===== src/rtl/branch_predictor_if.sv =====
// Fetch/branch-unit side bundle for branch_predictor: prediction lookup,
// resolved-outcome training, stall/init control and a state debug tap.
interface branch_predictor_if #(
  parameter int XLEN = 32
);
  logic            stall_i;
  logic            init_req_i;
  logic            busy_o;
  logic [XLEN-1:0] fetch_pc_i;
  logic            pred_taken_o;
  logic [XLEN-1:0] pred_target_o;
  logic            upd_valid_i;
  logic [XLEN-1:0] upd_pc_i;
  logic            upd_is_cond_i;
  logic            upd_taken_i;
  logic [XLEN-1:0] upd_target_i;
  logic [0:0]      dbg_state_o;

  // Updates are level-qualified: a resolved instruction is consumed on any
  // rising edge where upd_valid_i is high and stall_i is low; there is no ready.
  modport master (
    output stall_i, init_req_i, fetch_pc_i,
    output upd_valid_i, upd_pc_i, upd_is_cond_i, upd_taken_i, upd_target_i,
    input  busy_o, pred_taken_o, pred_target_o, dbg_state_o
  );

  modport slave (
    input  stall_i, init_req_i, fetch_pc_i,
    input  upd_valid_i, upd_pc_i, upd_is_cond_i, upd_taken_i, upd_target_i,
    output busy_o, pred_taken_o, pred_target_o, dbg_state_o
  );
endinterface


===== src/rtl/branch_predictor.sv =====
// Bimodal (or gshare when BP_GSHARE_EN is defined) 2-bit BHT plus direct-mapped
// BTB, with a self-sequenced table sweep after reset or an init request.
module branch_predictor #(
  parameter int XLEN        = 32,
  parameter int BHT_ENTRIES = 64,
  parameter int BTB_ENTRIES = 16,
  parameter int GHR_BITS    = 6
) (
  input  logic              clock_i,
  input  logic              nreset_i,
  branch_predictor_if.slave bp
);
  localparam int BHT_IW   = $clog2(BHT_ENTRIES);
  localparam int BTB_IW   = $clog2(BTB_ENTRIES);
  localparam int TAG_W    = XLEN - BTB_IW - 2;
  localparam int INIT_LEN = (BHT_ENTRIES > BTB_ENTRIES) ? BHT_ENTRIES : BTB_ENTRIES;
  localparam int INIT_IW  = $clog2(INIT_LEN);
  localparam logic [INIT_IW-1:0] INIT_LAST = INIT_IW'(INIT_LEN - 1);

  localparam logic [0:0] ST_INIT = 1'b0;
  localparam logic [0:0] ST_RUN  = 1'b1;

  logic [0:0]         state_q, state_d;
  logic [INIT_IW-1:0] init_idx_q, init_idx_d;

  logic [1:0]       bht_q        [BHT_ENTRIES];
  logic             btb_valid_q  [BTB_ENTRIES];
  logic [TAG_W-1:0] btb_tag_q    [BTB_ENTRIES];
  logic [XLEN-1:0]  btb_target_q [BTB_ENTRIES];
  logic             btb_jump_q   [BTB_ENTRIES];

  logic [BHT_IW-1:0] hist;
  logic              do_upd;

  assign do_upd = (state_q == ST_RUN) && bp.upd_valid_i && !bp.stall_i;

`ifdef BP_GSHARE_EN
  logic [GHR_BITS-1:0] ghr_q, ghr_d;

  always_comb begin
    ghr_d = ghr_q;
    if (state_q == ST_INIT) ghr_d = '0;
    else if (do_upd && bp.upd_is_cond_i) ghr_d = (ghr_q << 1) | GHR_BITS'(bp.upd_taken_i);
  end

  always_ff @(posedge clock_i or negedge nreset_i) begin
    if (!nreset_i) ghr_q <= '0;
    else           ghr_q <= ghr_d;
  end

  assign hist = BHT_IW'(ghr_q);
`else
  localparam int unused_ghr_bits = GHR_BITS;
  assign hist = '0;
`endif

  // Lookup side: purely combinational, reads table state before any same-cycle write.
  logic [BHT_IW-1:0] f_bi;
  logic [BTB_IW-1:0] f_ti;
  logic              f_hit;
  logic              f_taken;

  assign f_bi    = bp.fetch_pc_i[BHT_IW+1:2] ^ hist;
  assign f_ti    = bp.fetch_pc_i[BTB_IW+1:2];
  assign f_hit   = btb_valid_q[f_ti] && (btb_tag_q[f_ti] == bp.fetch_pc_i[XLEN-1:BTB_IW+2]);
  assign f_taken = (state_q == ST_RUN) && f_hit && (btb_jump_q[f_ti] || bht_q[f_bi][1]);

  assign bp.pred_taken_o  = f_taken;
  assign bp.pred_target_o = f_taken ? btb_target_q[f_ti] : bp.fetch_pc_i + XLEN'(4);
  assign bp.busy_o        = (state_q == ST_INIT);
  assign bp.dbg_state_o   = state_q;

  logic [BHT_IW-1:0] u_bi;
  logic [BTB_IW-1:0] u_ti;
  logic [1:0]        u_cnt;
  logic [1:0]        u_cnt_next;

  assign u_bi  = bp.upd_pc_i[BHT_IW+1:2] ^ hist;
  assign u_ti  = bp.upd_pc_i[BTB_IW+1:2];
  assign u_cnt = bht_q[u_bi];

  always_comb begin
    u_cnt_next = u_cnt;
    if (bp.upd_taken_i) begin
      if (u_cnt != 2'b11) u_cnt_next = u_cnt + 2'b01;
    end else begin
      if (u_cnt != 2'b00) u_cnt_next = u_cnt - 2'b01;
    end
  end

  always_comb begin
    state_d    = state_q;
    init_idx_d = init_idx_q;
    if (state_q == ST_INIT) begin
      if (bp.init_req_i) begin
        init_idx_d = '0;
      end else if (init_idx_q == INIT_LAST) begin
        state_d    = ST_RUN;
        init_idx_d = '0;
      end else begin
        init_idx_d = init_idx_q + 1'b1;
      end
    end else if (bp.init_req_i) begin
      state_d    = ST_INIT;
      init_idx_d = '0;
    end
  end

  always_ff @(posedge clock_i or negedge nreset_i) begin
    if (!nreset_i) begin
      state_q    <= ST_INIT;
      init_idx_q <= '0;
    end else begin
      state_q    <= state_d;
      init_idx_q <= init_idx_d;
    end
  end

  // Table storage needs no reset: the sweep always runs before RUN is reachable.
  always_ff @(posedge clock_i) begin
    if (state_q == ST_INIT) begin
      if (32'(init_idx_q) < BHT_ENTRIES) bht_q[init_idx_q[BHT_IW-1:0]] <= 2'b01;
      btb_valid_q[init_idx_q[BTB_IW-1:0]] <= 1'b0;
    end else if (do_upd) begin
      if (bp.upd_is_cond_i) bht_q[u_bi] <= u_cnt_next;
      if (bp.upd_taken_i) begin
        btb_valid_q[u_ti]  <= 1'b1;
        btb_tag_q[u_ti]    <= bp.upd_pc_i[XLEN-1:BTB_IW+2];
        btb_target_q[u_ti] <= bp.upd_target_i;
        btb_jump_q[u_ti]   <= !bp.upd_is_cond_i;
      end
    end
  end

  logic unused_pc_bits;
  assign unused_pc_bits = ^{bp.fetch_pc_i[1:0], bp.upd_pc_i[1:0]};
endmodule


===== src/flat_wrapper.sv =====
// flat-port wrapper written by rule: the top's interface ports become plain ports
module branch_predictor_flat 
#(
  parameter int XLEN        = 32,
  parameter int BHT_ENTRIES = 64,
  parameter int BTB_ENTRIES = 16,
  parameter int GHR_BITS    = 6
)
  (clock_i, nreset_i, bp_stall_i, bp_init_req_i, bp_fetch_pc_i, bp_upd_valid_i, bp_upd_pc_i, bp_upd_is_cond_i, bp_upd_taken_i, bp_upd_target_i, bp_busy_o, bp_pred_taken_o, bp_pred_target_o, bp_dbg_state_o);
  branch_predictor_if #(.XLEN(XLEN)) bp_i ();
  input  logic clock_i;
  input  logic nreset_i;
  input wire logic [$bits(bp_i.stall_i)-1:0] bp_stall_i;
  input wire logic [$bits(bp_i.init_req_i)-1:0] bp_init_req_i;
  input wire logic [$bits(bp_i.fetch_pc_i)-1:0] bp_fetch_pc_i;
  input wire logic [$bits(bp_i.upd_valid_i)-1:0] bp_upd_valid_i;
  input wire logic [$bits(bp_i.upd_pc_i)-1:0] bp_upd_pc_i;
  input wire logic [$bits(bp_i.upd_is_cond_i)-1:0] bp_upd_is_cond_i;
  input wire logic [$bits(bp_i.upd_taken_i)-1:0] bp_upd_taken_i;
  input wire logic [$bits(bp_i.upd_target_i)-1:0] bp_upd_target_i;
  output wire logic [$bits(bp_i.busy_o)-1:0] bp_busy_o;
  output wire logic [$bits(bp_i.pred_taken_o)-1:0] bp_pred_taken_o;
  output wire logic [$bits(bp_i.pred_target_o)-1:0] bp_pred_target_o;
  output wire logic [$bits(bp_i.dbg_state_o)-1:0] bp_dbg_state_o;
  assign bp_i.stall_i = bp_stall_i;
  assign bp_i.init_req_i = bp_init_req_i;
  assign bp_i.fetch_pc_i = bp_fetch_pc_i;
  assign bp_i.upd_valid_i = bp_upd_valid_i;
  assign bp_i.upd_pc_i = bp_upd_pc_i;
  assign bp_i.upd_is_cond_i = bp_upd_is_cond_i;
  assign bp_i.upd_taken_i = bp_upd_taken_i;
  assign bp_i.upd_target_i = bp_upd_target_i;
  assign bp_busy_o = bp_i.busy_o;
  assign bp_pred_taken_o = bp_i.pred_taken_o;
  assign bp_pred_target_o = bp_i.pred_target_o;
  assign bp_dbg_state_o = bp_i.dbg_state_o;
  branch_predictor #(.XLEN(XLEN), .BHT_ENTRIES(BHT_ENTRIES), .BTB_ENTRIES(BTB_ENTRIES), .GHR_BITS(GHR_BITS)) u_core (.clock_i(clock_i), .nreset_i(nreset_i), .bp(bp_i));
endmodule

===== config.mk =====
export PLATFORM = sky130hd
export DESIGN_NAME = branch_predictor_flat
export DESIGN_NICKNAME = d
export VERILOG_FILES = /design/src/rtl/branch_predictor_if.sv /design/src/rtl/branch_predictor.sv /design/src/flat_wrapper.sv
export SDC_FILE = /design/constraint.sdc
export NUM_CORES = 1
export LEC_CHECK = 0
export CAP_MARGIN = 0
export CORE_UTILIZATION = 40
export CTS_CLUSTER_DIAMETER = 120
export DETAILED_ROUTE_END_ITERATION = 8
export GPL_TIMING_DRIVEN = 0
export PLACE_DENSITY = 0.55
export SYNTH_ARGS = -nofsm -noshare
export SYNTH_HDL_FRONTEND = slang
export SYNTH_SLANG_ARGS = --single-unit

===== constraint.sdc =====
create_clock -name clock_i -period 5.8 [get_ports clock_i]
set_input_delay 1.16 -clock clock_i [delete_from_list [all_inputs] [get_ports clock_i]]
set_output_delay 1.16 -clock clock_i [all_outputs]
set_load 0.01 [all_outputs]

Word level (Yosys, flattened, before mapping)
Memory sizes are Yosys's and may differ from the RTL's. Cells that the tools add are included.

Bits in registers: 7. Memory bits (writable): 1088. Input port bits: 103. Logic and storage cells: 54. Memories: 5.

Add/subtract/negate cells: 4. Equality and inequality tests: 4. Muxes and demuxes: 27. Bitwise operators: 1. Reductions and logical operators: 11.

Memories: u_core.btb_target_q (words 16, width 32, read ports 1, clocked after Yosys merged registers in 0, wr ports 1, RTL line branch_predictor.sv:29) `logic [XLEN-1:0] btb_target_q [BTB_ENTRIES];`; u_core.btb_tag_q (words 16, width 26, read ports 1, clocked after Yosys merged registers in 0, wr ports 1, RTL line branch_predictor.sv:28) `logic [TAG_W-1:0] btb_tag_q [BTB_ENTRIES];`; u_core.bht_q (words 64, width 2, read ports 2, clocked after Yosys merged registers in 0, wr ports 1, RTL line branch_predictor.sv:26) `logic [1:0] bht_q [BHT_ENTRIES];`; u_core.btb_jump_q (words 16, width 1, read ports 1, clocked after Yosys merged registers in 0, wr ports 1, RTL line branch_predictor.sv:30) `logic btb_jump_q [BTB_ENTRIES];`; u_core.btb_valid_q (words 16, width 1, read ports 1, clocked after Yosys merged registers in 0, wr ports 1, RTL line branch_predictor.sv:27) `logic btb_valid_q [BTB_ENTRIES];`.

Operator list (count): $add 32x3->32 const B (1); $mux 32 (1); $mux 6 (5); $eq 26x26->1 (1); $mux 1 (16); $mux 2 (4); $add 6x1->6 const B (1); $eq 6x6->1 const B (1); $logic_and 1x1->1 (5); $mux 4 (1); $ne 2x2->1 const B (2); $add 2x1->2 const B (1); $logic_not 1->1 (2); $reduce_bool 2->1 (1); $reduce_or 2->1 (1); $sub 2x1->2 const B (1); $logic_or 1x1->1 (1); $not 1->1 (1); $reduce_or 1->1 (1).

Longest topological paths before layout
Depth in word-level cells: 7. Depth in mapped cells: 14.

Worst setup path before layout
OpenSTA, ideal clock, no wires.

Path type: input port to flip-flop. Start point: input bp_upd_pc_i[2]. End point: memory u_core.btb_jump_q[3], enable pin. Library setup time: 0.548 ns. Arrival: 6.290 ns. Data required time: 5.252 ns. Path slack: -1.038 ns. Stages on the path: 4. Cell sequence: buf_1 -> clkbuf_1 -> nand3_1 -> nor3_1.

RTL lines: from (decl) (RTL line flat_wrapper.sv:17) `input wire logic [$bits(bp_i.upd_pc_i)-1:0] bp_upd_pc_i;`; to (decl) (RTL line branch_predictor.sv:30).

Straight into the memory's write port.

Final worst setup path
Start point: input bp_fetch_pc_i[2]. End point: output bp_pred_target_o[20].

Longest elaborated chain between the ends: 6. Elaborated cells between the ends (all ways): 12. Classes of those cells: add/sub (1); eq/ne (1); mux (1); reduce/logical (4); memory (5).

Ends and longest elaborated chain: from (decl) (RTL line flat_wrapper.sv:15) `input wire logic [$bits(bp_i.fetch_pc_i)-1:0] bp_fetch_pc_i;`; $mem_v2 16x26; $eq 26x26->1 (RTL line branch_predictor.sv:65) `assign f_hit = btb_valid_q[f_ti] && (btb_tag_q[f_ti] == bp.fetch_pc_i[XLEN-1:BTB_IW+2]);`; $logic_and 1x1->1 (RTL line branch_predictor.sv:65); $logic_and 1x1->1 (2 in a row) (RTL line branch_predictor.sv:66) `assign f_taken = (state_q == ST_RUN) && f_hit && (btb_jump_q[f_ti] || bht_q[f_bi][1]);`; $mux 32 (*) (RTL line branch_predictor.sv:69) `assign bp.pred_target_o = f_taken ? btb_target_q[f_ti] : bp.fetch_pc_i + XLEN'(4);`; to (decl) (RTL line flat_wrapper.sv:23) `output wire logic [$bits(bp_i.pred_target_o)-1:0] bp_pred_target_o;`.

Mark *: on every way between the ends. The rest lies on a longest branch, timed or not.

==> impl_metrics.ini <==
[floorplan]
dieArea_mm2 = 0.113
io-pin-count = 138
core_mm2 = 0.111
start_util = 0.404
die_h_um = 336
row_count = 122
die_w_um = 336

[finish]
final_cells = 4146
nNetsFinal = 2667
synthToLayoutAreaGrowth_pct = 23.2
drive_above_1_share = 0.320
multi_input_area_mm2 = 0.0118
fillers = 9041
seq_area_mm2 = 0.0328

[timing]
fmax_mhz = 173
period_minus_slack_ps = 5780
report.final.slew_viol_count = 0
fin_worst_skew_ps = 37.7
finalCritPeriodShare = 0.996
hold_viol = 0
slew_headroom = 0.241
max_slew.worst_pin.slew_ps = 1140
setup_ws_ps = 24.3
finalSetupViolations = 0
whs_ps = 671

[synthesis]
synth_top_family_by_area = multiplexers
synth_commonest_cells = edfxtp_1 (1088), mux4_2 (308), nor2_1 (144), nand2_1 (64), mux2i_1 (63)
ys_types = 71
ys_seq_area_frac = 0.734
synth_edf_count = 1088
postSynthAreaPerCell_um2 = 20.5
synth_area_leaders = edfxtp_1 (73%), mux4_2 (16%), mux2i_1 (1.4%)
synthAdderAreaFrac = 0.000559
ys_ff_latch = 1095
syn_area_mm2 = 0.0447
syn_nets = 2286
synth_compound_area_frac = 0.0217
synth_top_area_cell = edfxtp_1
synth_xor_area_frac = 0.00862
synth_mux_area_frac = 0.183
synthFlopType = edfxtp_1
async_flop_share = 0.00639
yosysMostFrequentCell = edfxtp_1
yosys_warnings = 0
synth-simple-area-share = 0.0366
synth_top_area_frac = 0.730
synthCells = 2181

[clocking]
cts_buffers = 112
clk_latency_ps = 720
cts_tree = yes
cts_sinks = 1095
h-tree-depth = 3
root_buffer = clkbuf_16
holdBufCountCts = 0
cts.path.max_buffers = 3
path_clk_slew_ps = 50

[flow_run]
drv_cap = 0

[drt]
drt_first_pass_iters = 6
drt_iter0_markers = 2781
wl_met1_um = 55600
highest_layer = met5
viasPerCell = 5.90
route.detailed.drc = 0
met3_length_um = 9630
wl_met2_um = 66500
num_vias = 24500
drtAntennaViolNets = 0
routedWlPerCell_um = 32.6
wl_um = 135000

[placed_design]
io_buffers = 124
dpl_worst_slack_ps = -3610
post-dp-hpwl_um = 90500
placed_cells = 3859
gp_congestion = 0.919

[critical_path]
worstSetupPathType = in2out
cp-end-kind = primary output
start_kind = primary input
r2r-end = u_core.btb_target_q[7][27]$_DFFE_PP_
slowest_delay_ps = 530
worst-r2r-cell-count = 11
required_ps = 4640
crit_chain = buf_12, buf_12, buf_16, buf_16, buf_12, mux4_2, nand2_1, o21ai_0, a221oi_2, o22ai_1, nor4b_4, nand4_4, buf_12, buf_6, buf_12, mux2_4, buf_2
r2r_setup_slack_ps = 1700
crit_path_top_delay_cell = mux4_2
r2r_start = u_core.bp.dbg_state_o$_DFF_PN0_
crit_top_cell = buf_12
path_max_fanout = 10
critPathArrivalTime_ps = 4620

[power_and_ir_drop]
ir_drop_mv = 0.249
p_leak_nw = 18.0
p_per_area_mw_per_mm2 = 311

[outcome]
status = completed

[grt]
grt_usage = 0.240
grt-ovfl-total = 0
antenna_found_initial = 10
grt_pass1_wl_um = 187000
grt_pass1_vias = 24600
grt_max_degree = 34

[hold_path]
min_to = u_core.init_idx_q[5]$_DFFE_PN0P_
hold_path_depth = 2
hold_start = u_core.init_idx_q[5]$_DFFE_PN0P_
min_path_type = reg2reg
worst max-delay path, delay by kind of cell:
kind            cells  cell delay [ps]
mux                 2              850
simple gates        3              630
buf+inv             9             1300
compound gates      3              620
metrics by stage:
| stage | cell area [µm²] | utilization | setup TNS [ps] | total power, mW |
|---|---|---|---|---|
| 2_1_floorplan | 44800 | - | 0 | 9.38 |
| 3_3_place_gp | 47900 | 0.432 | -4101930 | 9.84 |
| 3_5_place_dp | 49500 | 0.447 | -98070 | 9.86 |
| 4_1_cts | 54800 | 0.495 | 0 | 17.2 |
| 5_1_grt | 55100 | 0.497 | -31.1 | 17.5 |
| 6_report | 55100 | 0.497 | 0 | 17.1 |
area by class of cell:
cell class,instances,area share
repair buffers,270,0.0641
plain buffers,113,0.0241
inverters,24,0.00163
diodes,2,0.0000908
flip-flops and latches,1095,0.596
multi-input cells,946,0.213
clock inverters,71,0.0144
clock buffers,137,0.0526
well taps,1488,0.0338
state kept, by name, summed over array words and instances, names as in the netlist:
| name | cells |
|---|---|
| u_core.bht_q | 128 |
| u_core.bp.dbg_state_o | 1 |
| u_core.btb_tag_q | 416 |
| u_core.btb_jump_q | 16 |
| u_core.init_idx_q | 6 |
| u_core.btb_target_q | 512 |
| u_core.btb_valid_q | 16 |
layout by cell type (no fill, tap or decap), drive strengths merged, types with 7 or more instances in the layout:
cell type,Yosys,routed
buf,67,225
nand4,13,13
clkdlybuf4s15,0,10
o22ai,21,21
xor2,11,11
nor3,19,19
clkbuf,49,192
a22oi,8,8
nor2b,9,9
xnor2,33,33
clkinv,0,51
nand2,64,64
nand3,28,28
and2,8,8
mux4,308,308
clkdlybuf4s50,0,87
nor2,144,144
edfxtp,1088,1088
o21ai,28,28
nand2b,18,18
bufinv,0,14
inv,24,26
a31oi,12,12
a21oi,11,11
and3,8,8
mux2,45,45
mux2i,63,63
dfrtp,7,7
a221oi,7,7
power by group:
part	switching, mW	internal [mW]	total (mW)
clock network	3.08	4.18	7.27
logic	0.659	0.496	1.16
registers	0.00488	8.69	8.69
total	3.75	13.4	17.1
timing repair:
action	CTS	global route
setup buffers	54	21
pin swaps	15	13
cloned	4	1
setup endpoints to repair	33	33
resized for setup	389	36
per-layer routing:
layer  GRT usage  vias up
met3      0.0409      191
met1       0.330    13300
li1            -     9883
met4      0.0673       16
met2       0.395     1096
met5           0        -
cells by family (layout without fill, tap and decap cells):
| logic type | Yosys count | in the layout |
|---|---|---|
| AO/OA/AOI/OAI | 139 | 139 |
| XOR/XNOR | 44 | 44 |
| adder cells (fa/ha/maj) | 2 | 2 |
| buffers and inverters | 140 | 615 |
| flip-flops | 1095 | 1095 |
| multiplexers | 416 | 416 |
| other | 0 | 2 |
| AND/OR/NAND/NOR | 345 | 345 |
how the worst max path moves through the flow:
| stage | depth (start not counted) | slack [ps] | endpoint | startpoint |
|---|---|---|---|---|
| final | 17 | 20 | bp_pred_target_o[20] | bp_fetch_pc_i[2] |
| after global routing | 16 | -7 | bp_pred_target_o[16] | bp_fetch_pc_i[2] |
| after CTS | 14 | 1 | bp_pred_target_o[0] | bp_fetch_pc_i[3] |
| after detailed placement | 12 | -3610 | bp_pred_taken_o | bp_fetch_pc_i[5] |
| after global placement | 5 | -4880 | u_core.btb_target_q[13][22]$_DFFE_PP_ | bp_upd_pc_i[5] |
| after floorplan | 7 | 340 | u_core.bht_q[0][0]$_DFFE_PP_ | bp_upd_pc_i[2] |
(Power assumes the default switching activity.)
